$ cat config.mk
export PLATFORM = sky130hd
export DESIGN_NAME = signal_demux_1to4
export DESIGN_NICKNAME = d
export VERILOG_FILES = /design/src/rtl/signal_demux_1to4.sv
export SDC_FILE = /design/constraint.sdc
export NUM_CORES = 1
export LEC_CHECK = 0
export CORE_ASPECT_RATIO = 1.4
export CORE_UTILIZATION = 43
export DETAILED_ROUTE_END_ITERATION = 10
export HOLD_SLACK_MARGIN = 0.1
export PLACE_DENSITY = 0.76
export SLEW_MARGIN = 20
export SYNTH_ARGS = -nofsm -noshare
export SYNTH_HDL_FRONTEND = slang
export SYNTH_SLANG_ARGS = --single-unit
$ cat constraint.sdc
create_clock -name clk -period 1.5 [get_ports clk]
set_input_delay 0.15 -clock clk [delete_from_list [all_inputs] [get_ports clk]]
set_output_delay 0.15 -clock clk [all_outputs]
set_load 0.02 [all_outputs]
$ cat src/rtl/signal_demux_1to4.sv
`default_nettype none
// +--------------------------------------------------------------------------+
// | Module   : signal_demux_1to4                                             |
// | Purpose  : Sequential 1-to-4 stream demultiplexer. Each input word is    |
// |            steered by in_sel into one of four single-entry output slots, |
// |            each with its own valid/ready handshake, so a stalled channel |
// |            only blocks words addressed to it. Keeps a per-channel        |
// |            delivered-word counter for debug.                             |
// | Ports    : clk, rst            clock, synchronous active-high reset      |
// |            in_data/in_sel      input word and destination channel        |
// |            in_valid/in_ready   input handshake                           |
// |            in_bcast            broadcast request (macro builds only)     |
// |            out_data            channel k word at [k*WIDTH +: WIDTH]      |
// |            out_valid/out_ready per-channel output handshake              |
// |            clr_cnt             synchronous clear of all counters         |
// |            word_cnt            channel k count at [k*CNT_W +: CNT_W]     |
// | Options  : SPLITTER_BROADCAST_EN adds in_bcast; a broadcast word loads   |
// |            all four slots at once and needs all four to be free.         |
// | Revision : 1.0  initial release                                          |
// +--------------------------------------------------------------------------+
module signal_demux_1to4 #(
  parameter int WIDTH = 8,
  parameter int CNT_W = 16
) (
  input  logic               clk,
  input  logic               rst,
  input  logic [WIDTH-1:0]   in_data,
  input  logic [1:0]         in_sel,
  input  logic               in_valid,
  output logic               in_ready,
`ifdef SPLITTER_BROADCAST_EN
  input  logic               in_bcast,
`endif
  output logic [4*WIDTH-1:0] out_data,
  output logic [3:0]         out_valid,
  input  logic [3:0]         out_ready,
  input  logic               clr_cnt,
  output logic [4*CNT_W-1:0] word_cnt
);

  typedef enum logic [0:0] {
    SLOT_EMPTY = 1'b0,
    SLOT_FULL  = 1'b1
  } slot_state_e;

  slot_state_e      state_q [4];
  slot_state_e      state_d [4];
  logic [WIDTH-1:0] data_q  [4];
  logic [WIDTH-1:0] data_d  [4];
  logic [CNT_W-1:0] cnt_q   [4];
  logic [CNT_W-1:0] cnt_d   [4];

  logic [3:0] free;       // slot can take a word this cycle
  logic [3:0] load;       // slot captures in_data at the next edge
  logic [3:0] drain;      // output handshake on the slot this cycle
  logic       bcast_req;

  // Acceptance: a FULL slot whose consumer is ready counts as free, which is
  // what lets a single-entry slot sustain one word per cycle.
  always_comb begin
    free      = '0;
    load      = '0;
    drain     = '0;
    bcast_req = 1'b0;
    for (int k = 0; k < 4; k++) begin
      free[k]  = (state_q[k] == SLOT_EMPTY) || out_ready[k];
      drain[k] = (state_q[k] == SLOT_FULL) && out_ready[k];
    end
`ifdef SPLITTER_BROADCAST_EN
    bcast_req = in_valid & in_bcast;
`endif
    if (rst) begin
      in_ready = 1'b0;
    end else if (bcast_req) begin
      in_ready = &free;
    end else begin
      in_ready = free[in_sel];
    end
    for (int k = 0; k < 4; k++) begin
      load[k] = in_valid & in_ready & (bcast_req | (in_sel == 2'(k)));
    end
  end

  // Next state per slot. A load wins over a drain so drain-and-refill in the
  // same cycle leaves the slot FULL with the new word.
  always_comb begin
    for (int k = 0; k < 4; k++) begin
      state_d[k] = state_q[k];
      data_d[k]  = data_q[k];
      cnt_d[k]   = cnt_q[k];
      if (load[k]) begin
        state_d[k] = SLOT_FULL;
        data_d[k]  = in_data;
      end else if (drain[k]) begin
        state_d[k] = SLOT_EMPTY;
      end
      // Clear takes priority over a coincident handshake.
      if (clr_cnt) begin
        cnt_d[k] = '0;
      end else if (drain[k]) begin
        cnt_d[k] = cnt_q[k] + CNT_W'(1);
      end
    end
  end

  always_ff @(posedge clk) begin
    if (rst) begin
      for (int k = 0; k < 4; k++) begin
        state_q[k] <= SLOT_EMPTY;
        data_q[k]  <= '0;
        cnt_q[k]   <= '0;
      end
    end else begin
      for (int k = 0; k < 4; k++) begin
        state_q[k] <= state_d[k];
        data_q[k]  <= data_d[k];
        cnt_q[k]   <= cnt_d[k];
      end
    end
  end

  for (genvar k = 0; k < 4; k++) begin : g_out
    assign out_data[k*WIDTH +: WIDTH] = data_q[k];
    assign out_valid[k]               = (state_q[k] == SLOT_FULL);
    assign word_cnt[k*CNT_W +: CNT_W] = cnt_q[k];
  end

endmodule
`default_nettype wire

# Word-level counts from Yosys, hierarchy flattened
# Memory sizes are Yosys's and may differ from the RTL's.
# Index checks and enable logic that the tools add are counted.
[op_classes] n_addsub=4 n_mul=0 div_mod_pow=0 order_cmp=1 eq_ne=3 shifts=0 mux=38 n_bitwise=21 n_reduce_logical=9
[op_table] op="$mux 16" n=12
[op_table] op="$add 16x1->16 const B" n=4
[op_table] op="$mux 8" n=8
[op_table] op="$mux 1" n=17
[op_table] op="$or 1x1->1" n=12
[op_table] op="$and 1x1->1" n=5
[op_table] op="$eq 2x2->1 const B" n=2
[op_table] op="$logic_and 1x1->1" n=4
[op_table] op="$logic_or 1x1->1" n=4
[op_table] op="$not 1->1" n=4
[op_table] op="$lt 2x3->1 const B" n=1
[op_table] op="$bmux 1 s2" n=1
[op_table] op="$eq 2x1->1 const B" n=1
[op_table] op="$logic_not 2->1" n=1
[word_totals] regBits=0 latch_bits=0 ramBits=100 romBits=0 inputBits=18 output_inout_bits=101 word_cells=79 mem_count=3
[memory_table] memory="cnt_q" words=4 width=16 read_ports=4 rd_ports_with_merged_regs=0 write_ports=4 line_no="50" text="logic [CNT_W-1:0] cnt_q [4];"
[memory_table] memory="data_q" words=4 width=8 read_ports=4 rd_ports_with_merged_regs=0 write_ports=4 line_no="48" text="logic [WIDTH-1:0] data_q [4];"
[memory_table] memory="state_q" words=4 width=1 read_ports=4 rd_ports_with_merged_regs=0 write_ports=4 line_no="46" text="slot_state_e state_q [4];"

# Longest topological paths before layout
# An unclocked memory read counts as a cell.
[depth] ltp_word=10 depth_mapped=6 ltp_nobuf=5

# Worst setup path after synthesis
# Ideal clock, no wire load.
[synth_path] kind="reg-to-reg" startpoint="memory cnt_q[1][0]" endpoint="memory cnt_q[1][14]" setup_time_ps=70 arrival_time_ps=1644 required_time_ps=1430 setup_slack_ps=-215 path_stages_with_launch=7 path_buffers=1 synth_period_minus_slack_ps=1715 path_cell_list="dfxtp_1 -> ha_1 -> and4_1 -> clkbuf_1 -> nand3_1 -> or3_1 -> a21oi_1"
[synth_rtl] element="start: declaration" line_no="50"

==> impl_metrics.csv <==
group,metric,value,unit
placed_design,port_buffers,118,
logic_synthesis,synth_compound_area_share,5.16,%
worst_setup_path,critPathLaunchType,"register",
floorplan,die_h,119,µm
sta,min_period_over_period,108,%
detailed_routing,drc_errors,0,
power,power.static_leakage,3.16,nW
worst_setup_path,critical_path_class,"register to primary output",
cells_and_area,final_nets,657,
cells_and_area,fin_area,6590,µm²
clock_tree,insertion_delay,0.34,ns
placed_design,post_dp_cell_area,6040,µm²
floorplan,dieArea,10200,µm²
placed_design,dp_worst_setup_slack,-0.586,ns
clock_tree,cts_max_level,3,
logic_synthesis,avgSynthCellArea,9.22,µm²
global_route,grt_pass1_vias,3913,
logic_synthesis,synth_xor_area_share,9.14,%
placed_design,hpwl,7.65,mm
power,power.density,834,nW/µm²
clock_tree,numCtsBuffers,9,
power,total_power,5.49,mW
worst_setup_path,critPathArrivalTime,1.47,ns
global_route,grt_use_total,21.4,%
sta,fmax,0.616,GHz
logic_synthesis,synth_edf_count,0,
detailed_routing,drtIter0Drc,145,
floorplan,initial_utilization,44.3,%
logic_synthesis,synth_warnings,0,
cells_and_area,antenna_cells,0,
cells_and_area,drive_gt1_share,24.1,%
clock_tree,cts.sinks,100,
detailed_routing,drtPass1Iterations,4,
global_route,grt_pass1_wl,17.6,mm
floorplan,fp.coreArea,9510,µm²
logic_synthesis,synth_mux_area_share,7.84,%
logic_synthesis,mappedNetlistNets,479,
sta,hold_viol,0,
logic_synthesis,synth_cell_types,43,
worst_setup_path,cp-startpoint,"state_q[0]",
worst_setup_path,reg2reg_slack,0.02,ns
sta,period_minus_slack,1.62,ns
placed_design,routabilityCongestion,0.815,
detailed_routing,routedWlPerCell,14.4,µm
hold_path,hold_depth,4,
logic_synthesis,synth_cells,457,
logic_synthesis,async_flop_share,0,%
logic_synthesis,synth-simple-area-share,26.2,%
status,outcome,"complete, but fails checks",
detailed_routing,antenna_left,0,
sta,fin_hold_ws,0.293,ns
detailed_routing,avgViaCountPerCell,5.00,
worst_setup_path,crit_fanout,2,
sta,setup_viol,1,
logic_synthesis,synth_fa_ha_area_share,1.19,%
clock_tree,clockRootBuffer,"clkbuf_16",
logic_synthesis,synth_ff_type,"dfxtp_1",
flow_run,drv_cap,0,
clock_tree,hold_buffers,0,
sta,fin_worst_skew,0.00964,ns
worst_setup_path,cp-end-kind,"primary output",
placed_design,placed_cells,748,
clock_tree,ctsLongestPathBuffers,2,
detailed_routing,wl,11.1,mm
cells_and_area,postLayoutCoreUtil,69.3,%
logic_synthesis,synth_top_family_by_area,"simple AND/OR/NAND/NOR gates",
worst_setup_path,reg2reg_depth,6,
detailed_routing,num_vias,3859,
sta,max_slew_margin,77.5,%
sta,setup_ws,-0.124,ns
power,peakVddDrop,787,µV
floorplan,top_level_ports,119,
global_route,antenna_found_initial,0,
cells_and_area,stdcell_count,772,
logic_synthesis,syn_area,4220,µm²
sta,tightest_slew,0.335,ns
logic_synthesis,ys_ff_latch,100,
floorplan,rows,42,
global_route,overflow,0,
sta,slew_violations,0,
cells_and_area,syn_to_final_growth,56.3,%
logic_synthesis,seq_area_frac_synth,47.5,%
clock_tree,cts_tree,"yes",
sta,rsz0062_at_grt,"yes",
clock_tree,cts.clk_slew.worst_paths,0.07,ns
global_route,grt_max_degree,49,
floorplan,die_w,85.7,µm
worst_setup_path,required,1.35,ns
sta,tns,-0.124,ns
worst_setup_path,critPathCapture,"in_ready",
hold_path,min_path_type,"primary input to register",
worst_setup_path,rr_startpoint,"state_q[1]",
worst_setup_path,r2r-end,"data_q[1][3]",
status,violations,"negative setup slack",
[kinds of logic after synthesis]
family                   count (synthesis)
XOR/XNOR                                44
AND/OR/NAND/NOR                        210
multiplexers                            33
AO/OA/AOI/OAI                           39
buffers and inverters                   27
adder cells (fa/ha/maj)                  4
flip-flops                             100
[how the worst min path moves through the flow]
stage | slack, ns | start | endpoint
global route | 0.30 | out_ready[0] | cnt_q[0][1]
finish | 0.29 | out_ready[2] | state_q[2]
CTS | 0.26 | out_ready[0] | cnt_q[0][1]
detailed placement | 0.47 | cnt_q[3][1] | cnt_q[3][1]
floorplan | 0.29 | in_data[0] | data_q[2][0]
global placement | 0.46 | cnt_q[3][1] | cnt_q[3][1]
[synth_stat cells (2+ instances only)]
master    number  area (µm²)
nor3_1         5        25.0
nand4_1       17         106
nand2b_1       3        18.8
dfxtp_1      100        2000
and4_4         2        22.5
inv_1          3        11.3
and3_1         3        18.8
buf_4          4        30.0
a21oi_1       21         105
nor2_1        82         308
clkbuf_1      13        48.8
a31o_2         2        17.5
buf_2          7        35.0
nand4_2        2        25.0
xnor2_1       11        96.3
nor2b_1        4        25.0
and4_1        11        96.3
nor4_1         5        31.3
or3_1         10        62.6
nand3_1       21         105
and2_1         2        12.5
mux2i_1       33         330
ha_1           4        50.1
o21ai_0       11        55.1
or3_2          2        15.0
nand2_1       30         113
xor2_1        33         289
[cell type report]
type                       instances  area [µm²]
multi-input combinational        330        2230
inverter                           3        11.3
tap                              132         165
timing repair buffer             191        1800
clock inverter                     6        76.3
fill                             723        2920
clock buffer                      10         250
sequential                       100        2050
[placed cells by master (no fill, tap or decap), types with 4 or more instances in the layout]
cell type,netlist,final
and4_4,2,4
nand2_1,30,29
dfxtp_1,100,70
and4_1,11,7
nor2_1,82,82
clkdlybuf4s50_1,0,49
or3_1,10,10
o21ai_0,11,11
nand3_1,21,19
dfxtp_2,0,25
dfxtp_4,0,5
nand4_1,17,17
buf_6,0,6
mux2i_1,33,33
dlymetal6s2s_1,0,26
xnor2_1,11,11
dlygate4sd2_1,0,42
a21oi_1,21,18
clkbuf_16,0,10
nor3_1,5,5
buf_4,4,65
xor2_1,33,33
[report_power, final]
group	switching, mW	internal, mW
combinational	0.171	0.154
sequential	0.0124	2.67
clock	1.07	1.42
[repair_timing]
action / CTS / global route
pin swaps: 3 / 10
cloned: 0 / 2
gates resized for setup: 53 / 64
buffers inserted: 0 / 6
endpoints found under the setup margin: 48 / 48
[critical path, cell delays in order, from the launching register on]
cell and delay [ns]:
dfxtp_2 0.32, nor2b_4 0.13, nor2b_1 0.14, a211o_1 0.26, a21oi_2 0.15, buf_6 0.14
[per-layer routing]
metal	routed length [µm]	vias to the layer above	GRT usage, %
li1	-	1942	-
met1	4380	1821	23.3
met2	5970	85	39.2
met3	601	11	6.51
met4	158	0	6.35
met5	0	-	0
[registers in the layout (all words and copies together) (netlist names)]
name	count
cnt_q	64
data_q	32
state_q	4
(Power assumes the default switching activity.)
